===== config.mk =====
export PLATFORM = sky130hd
export DESIGN_NAME = hamming_dev_accum
export DESIGN_NICKNAME = d
export VERILOG_FILES = /design/src/rtl/hamming_dev_pkg.sv /design/src/rtl/hamming_dev_accum_hd_popcount.sv /design/src/rtl/hamming_dev_accum.sv
export SDC_FILE = /design/constraint.sdc
export NUM_CORES = 1
export LEC_CHECK = 0
export CORE_MARGIN = 3
export CORE_UTILIZATION = 55
export CTS_BUF_LIST = sky130_fd_sc_hd__clkbuf_8
export DETAILED_ROUTE_END_ITERATION = 10
export PLACE_DENSITY = 0.83
export SYNTH_ARGS = -nofsm -noshare
export SYNTH_HDL_FRONTEND = slang
export SYNTH_SLANG_ARGS = --single-unit

===== constraint.sdc =====
create_clock -name clk -period 5.19 [get_ports clk]
set_clock_uncertainty 0.2 [all_clocks]
set_input_delay 1.038 -clock clk [delete_from_list [all_inputs] [get_ports clk]]
set_output_delay 1.038 -clock clk [all_outputs]
set_load 0.05 [all_outputs]

===== src/rtl/hamming_dev_pkg.sv =====
// Shared types and width helpers for the Hamming-distance accumulator.
package hamming_dev_pkg;

  typedef enum logic [1:0] {
    IDLE  = 2'd0,
    RUN   = 2'd1,
    DRAIN = 2'd2
  } state_t;

  // Bits needed to hold a per-sample distance in 0..width.
  function automatic int hd_width(input int width);
    return $clog2(width + 1);
  endfunction

  // Accumulator width: enough for (2^cnt_w - 1) samples of distance width.
  function automatic int sum_width(input int cnt_w, input int width);
    return cnt_w + hd_width(width);
  endfunction

endpackage


===== src/rtl/hamming_dev_accum_hd_popcount.sv =====
// Combinational population count built as a balanced binary adder tree.
module hd_popcount
  import hamming_dev_pkg::*;
#(
  parameter  int WIDTH = 32,
  localparam int HD_W  = hd_width(WIDTH)
) (
  input  logic [WIDTH-1:0] x,
  output logic [HD_W-1:0]  count
);

  // Leaves padded to a power of two; heap indexing, root at node[1].
  localparam int unsigned LEAVES = 1 << $clog2(WIDTH);

  // Sum pairs of nodes level by level from the leaves up to the root.
  always_comb begin : tree
    logic [HD_W-1:0] node [2*LEAVES];
    for (int unsigned i = 0; i < 2 * LEAVES; i++) begin
      node[i] = '0;
    end
    for (int unsigned i = 0; i < LEAVES; i++) begin
      if (i < WIDTH) begin
        node[LEAVES + i] = HD_W'(x[i]);
      end
    end
    for (int unsigned k = LEAVES - 1; k >= 1; k--) begin
      node[k] = node[2*k] + node[2*k + 1];
    end
    count = node[1];
  end

endmodule


===== src/rtl/hamming_dev_accum.sv =====
// Accumulates Hamming-distance statistics between golden and approximate
// words over a window of num_samples accepted pairs.
module hamming_dev_accum
  import hamming_dev_pkg::*;
#(
  parameter  int WIDTH = 32,
  parameter  int CNT_W = 16,
  localparam int HD_W  = hd_width(WIDTH),
  localparam int SUM_W = sum_width(CNT_W, WIDTH)
) (
  input  logic             clk,
  input  logic             rst,
  input  logic             start,
  input  logic [CNT_W-1:0] num_samples,
  input  logic             in_valid,
  output logic             in_ready,
  input  logic [WIDTH-1:0] a,
  input  logic [WIDTH-1:0] b,
  output logic             busy,
  output logic             done,
  output logic [SUM_W-1:0] sum_hd,
  output logic [HD_W-1:0]  max_hd,
  output logic [CNT_W-1:0] err_cnt
);

  state_t           state, state_next;
  logic [CNT_W-1:0] target, cnt;
  logic             accept, last_accept, start_acc;

  // Stage 1 holds the XOR of the accepted pair, stage 2 its distance.
  logic [WIDTH-1:0] x_q;
  logic             v0, last0;
  logic [HD_W-1:0]  hd_c, hd_q;
  logic             v1, last1;

  assign in_ready    = (state == RUN);
  assign busy        = (state != IDLE);
  assign accept      = in_valid && in_ready;
  assign last_accept = accept && ((cnt + 1'b1) == target);
  assign start_acc   = (state == IDLE) && start;

  hd_popcount #(.WIDTH(WIDTH)) u_popcount (
    .x     (x_q),
    .count (hd_c)
  );

  // State register.
  always_ff @(posedge clk or posedge rst) begin
    if (rst) state <= IDLE;
    else     state <= state_next;
  end

  // Next-state logic: zero-length windows never leave IDLE.
  always_comb begin
    state_next = state;
    unique case (state)
      IDLE:    if (start && num_samples != '0) state_next = RUN;
      RUN:     if (last_accept)                state_next = DRAIN;
      DRAIN:   if (v1 && last1)                state_next = IDLE;
      default:                                 state_next = IDLE;
    endcase
  end

  // Window bookkeeping: latched length and accepted-sample count.
  always_ff @(posedge clk or posedge rst) begin
    if (rst) begin
      target <= '0;
      cnt    <= '0;
    end else if (start_acc) begin
      target <= num_samples;
      cnt    <= '0;
    end else if (accept) begin
      cnt    <= cnt + 1'b1;
    end
  end

  // Two-stage pipeline: capture XOR on acceptance, then register distance.
  always_ff @(posedge clk or posedge rst) begin
    if (rst) begin
      x_q   <= '0;
      v0    <= 1'b0;
      last0 <= 1'b0;
      hd_q  <= '0;
      v1    <= 1'b0;
      last1 <= 1'b0;
    end else begin
      v0    <= accept;
      last0 <= last_accept;
      if (accept) x_q <= a ^ b;
      v1    <= v0;
      last1 <= v0 && last0;
      if (v0) hd_q <= hd_c;
    end
  end

  // Accumulators and the done pulse; results hold until the next start.
  always_ff @(posedge clk or posedge rst) begin
    if (rst) begin
      sum_hd  <= '0;
      max_hd  <= '0;
      err_cnt <= '0;
      done    <= 1'b0;
    end else begin
      done <= 1'b0;
      if (start_acc) begin
        sum_hd  <= '0;
        max_hd  <= '0;
        err_cnt <= '0;
        done    <= (num_samples == '0);
      end else if (v1) begin
        sum_hd <= sum_hd + SUM_W'(hd_q);
        if (hd_q > max_hd) max_hd <= hd_q;
        if (hd_q != '0)    err_cnt <= err_cnt + 1'b1;
        if (last1)         done <= 1'b1;
      end
    end
  end

endmodule


==> results.py <==
metrics = {
    "timing": {
        "max_freq_mhz": 215,
        "setup_viol": 0,
        "slew_headroom": 0.197,
        "timing.final.crit_share": 0.896,
        "tightest_slew_ns": 1.20,
        "fin_setup_tns_ns": 0,
        "slew_violations": 0,
        "hold_viol": 0,
        "rsz0062_at_grt": "no",
        "min_period_ns": 4.65,
    },
    "floorplanning": {
        "die_area_um2": 14900,
        "coreArea_um2": 12900,
        "die_w_um": 122,
        "start_util": 0.574,
        "io_pins": 131,
        "std_cell_rows": 41,
        "die_h_um": 122,
    },
    "global_routing": {
        "grt.total_usage": 0.228,
        "antenna_found_initial": 0,
        "grt_pass1_vias": 5778,
        "grt_pass1_wl_um": 26900,
        "grt_max_degree": 79,
        "grt-ovfl-total": 0,
    },
    "drt": {
        "dr.pass1.iters": 5,
        "postRouteWirelength_um": 16100,
        "viasPerCell": 5.46,
        "final_antenna_net_count": 0,
        "post_drt_wl_per_cell_um": 14.7,
        "drc": 0,
        "vias": 5973,
        "drtIter0Drc": 512,
    },
    "layout": {
        "fillers": 967,
        "regArea_um2": 3030,
        "nets": 1060,
        "area_growth_syn_to_layout_pct": 24.0,
        "multiInputGateArea_um2": 3980,
        "drive_above_1_share": 0.0478,
        "antenna_cells": 0,
        "finalNonFillerCells": 1093,
    },
    "cts": {
        "cts_buffer_depth": 2,
        "clk_pin_slew_ns": 0.07,
        "clock_latency_ns": 0.44,
        "cts_inserted_buffers": 17,
        "cts_resized": 0,
        "cts_hold_buf": 0,
        "cts_tree": "yes",
        "cts_sinks": 121,
        "htree_num_levels": 4,
        "cts_root_buf": "clkbuf_8",
        "postCtsSetupRepairBufs": 0,
    },
    "placement": {
        "gp_congestion": 0.848,
        "dp_cells": 1064,
        "dp_hpwl_um": 11900,
        "io_buffers": 130,
    },
    "worst_setup_path": {
        "crit_type": "register to register",
        "critPathTopFamily": "adder cells",
        "ff2ff_setup_slack_ns": 0.54,
        "cp.required_ns": 5.32,
        "cpMostUsedCell": "fa_1",
        "critPathArrivalTime_ns": 4.78,
        "cp_cell_sequence": "ha_1 > fa_1 > inv_1 > fa_1 > inv_1 > fa_1 > fa_1 > inv_1 > fa_1 > inv_1 > ha_1 > a21o_1 > a21oi_1 > xnor2_1 > mux2_2",
        "slowest_delay_ns": 0.59,
        "crit_buf_inv": 4,
        "start_kind": "register",
        "cp_slowest_cell": "fa_1",
        "end_kind": "register",
        "crit_fanout": 2,
    },
    "logic_synthesis": {
        "synth-edff-count": 0,
        "syn_area_um2": 7390,
        "synth_common_cells": "dfrtp_1, nand2_1, nor2_1, inv_1, a21oi_1",
        "yosysSeqAreaShare": 0.410,
        "synth_top_area_frac": 0.410,
        "postSynthCellCount": 785,
        "ys_async_sr_fraction": 1.00,
        "synthTopCellsByArea": "dfrtp_1, fa_1, xnor2_1, ha_1, nand2_1",
        "synthFlopType": "dfrtp_1",
        "yosysMostFrequentCell": "dfrtp_1",
        "ys_seq_elements": 121,
        "ys.warnings.count": 0,
        "avgSynthCellArea_um2": 9.42,
        "synthesis.nets": 934,
        "yosys.area.top_type": "dfrtp_1",
        "synth_cell_types": 57,
    },
    "min_path": {
        "hp-class": "register to register",
    },
    "job": {
        "max-cap-violations": 0,
    },
    "outcome": {
        "status": "finished clean",
    },
}
logic make-up after synthesis:
group / after synthesis / share of synthesized area
and+or+nand+nor: 267 / 0.172
buffers and inverters: 100 / 0.0515
AOI/OAI and AO/OA: 141 / 0.112
DFF: 121 / 0.410
xor gates and xnor gates: 70 / 0.0885
adders and majority gates: 65 / 0.137
muxes: 21 / 0.0289
metrics by stage:
stage | worst slack [ns] | utilization | hold slack [ns] | instance area (um^2)
4_1_cts | 0.522 | 0.712 | 0.255 | 9170
6_report | 0.540 | 0.712 | 0.252 | 9170
5_1_grt | 0.319 | 0.712 | 0.283 | 9170
3_5_place_dp | 0.530 | 0.686 | 0.240 | 8830
3_3_place_gp | 0.627 | 0.686 | 0.236 | 8830
2_1_floorplan | 0.718 | - | 0.152 | 7390
state kept, by name, indices dropped and copies added (netlist names):
signal / cells
sum_hd: 22
last1: 1
v0: 1
max_hd: 6
cnt: 16
last0: 1
done: 1
v1: 1
err_cnt: 16
hd_q: 6
state: 2
x_q: 32
target: 16
cell usage in the layout (no fill, tap or decap), types with 4 or more instances in the layout:
| master | instances |
|---|---|
| a211oi_1 | 4 |
| a21o_1 | 4 |
| a21oi_1 | 64 |
| and2_1 | 7 |
| and3_1 | 5 |
| and4_1 | 5 |
| buf_4 | 4 |
| clkbuf_8 | 22 |
| clkdlybuf4s50_1 | 130 |
| dfrtp_1 | 121 |
| fa_1 | 27 |
| ha_1 | 38 |
| inv_1 | 74 |
| mux2i_1 | 18 |
| nand2_1 | 86 |
| nand2b_1 | 8 |
| nand3_1 | 22 |
| nand4_1 | 11 |
| nor2_1 | 78 |
| nor2b_1 | 6 |
| nor3_1 | 12 |
| nor4_1 | 8 |
| o211ai_1 | 4 |
| o21ai_0 | 35 |
| o31ai_1 | 7 |
| or3_1 | 8 |
| xnor2_1 | 58 |
| xor2_1 | 9 |
layer usage:
metal | track usage | routed length [um] | part of all wire
met5 | 0 | 0 | 0
met4 | 0.0700 | 191 | 0.012
met3 | 0.0529 | 1000 | 0.062
met2 | 0.372 | 7850 | 0.49
met1 | 0.307 | 7030 | 0.44
path summary, 6_finish.rpt:
check | end | start | cells after the start
worst max-delay path | hd_q[4] | x_q[17] | 15
worst min-delay path | last1 | last0 | 1
worst max register to register | hd_q[4] | x_q[17] | 15
worst min register to register | last1 | last0 | 1
max in group asynchronous | cnt[5] | rst | 3
min in group asynchronous | x_q[19] | rst | 2
layout make-up:
class                      instances  share of cell area
multi-input combinational        564               0.435
clock buffer                      22              0.0330
timing repair buffer             134               0.145
tap                              172              0.0235
inverter                          73              0.0302
clock inverter                     7             0.00328
sequential                       121               0.330
Power is left out: the tool's default activity adds up to more than one toggle a clock period on the data nets, which glitch-free logic cannot reach.
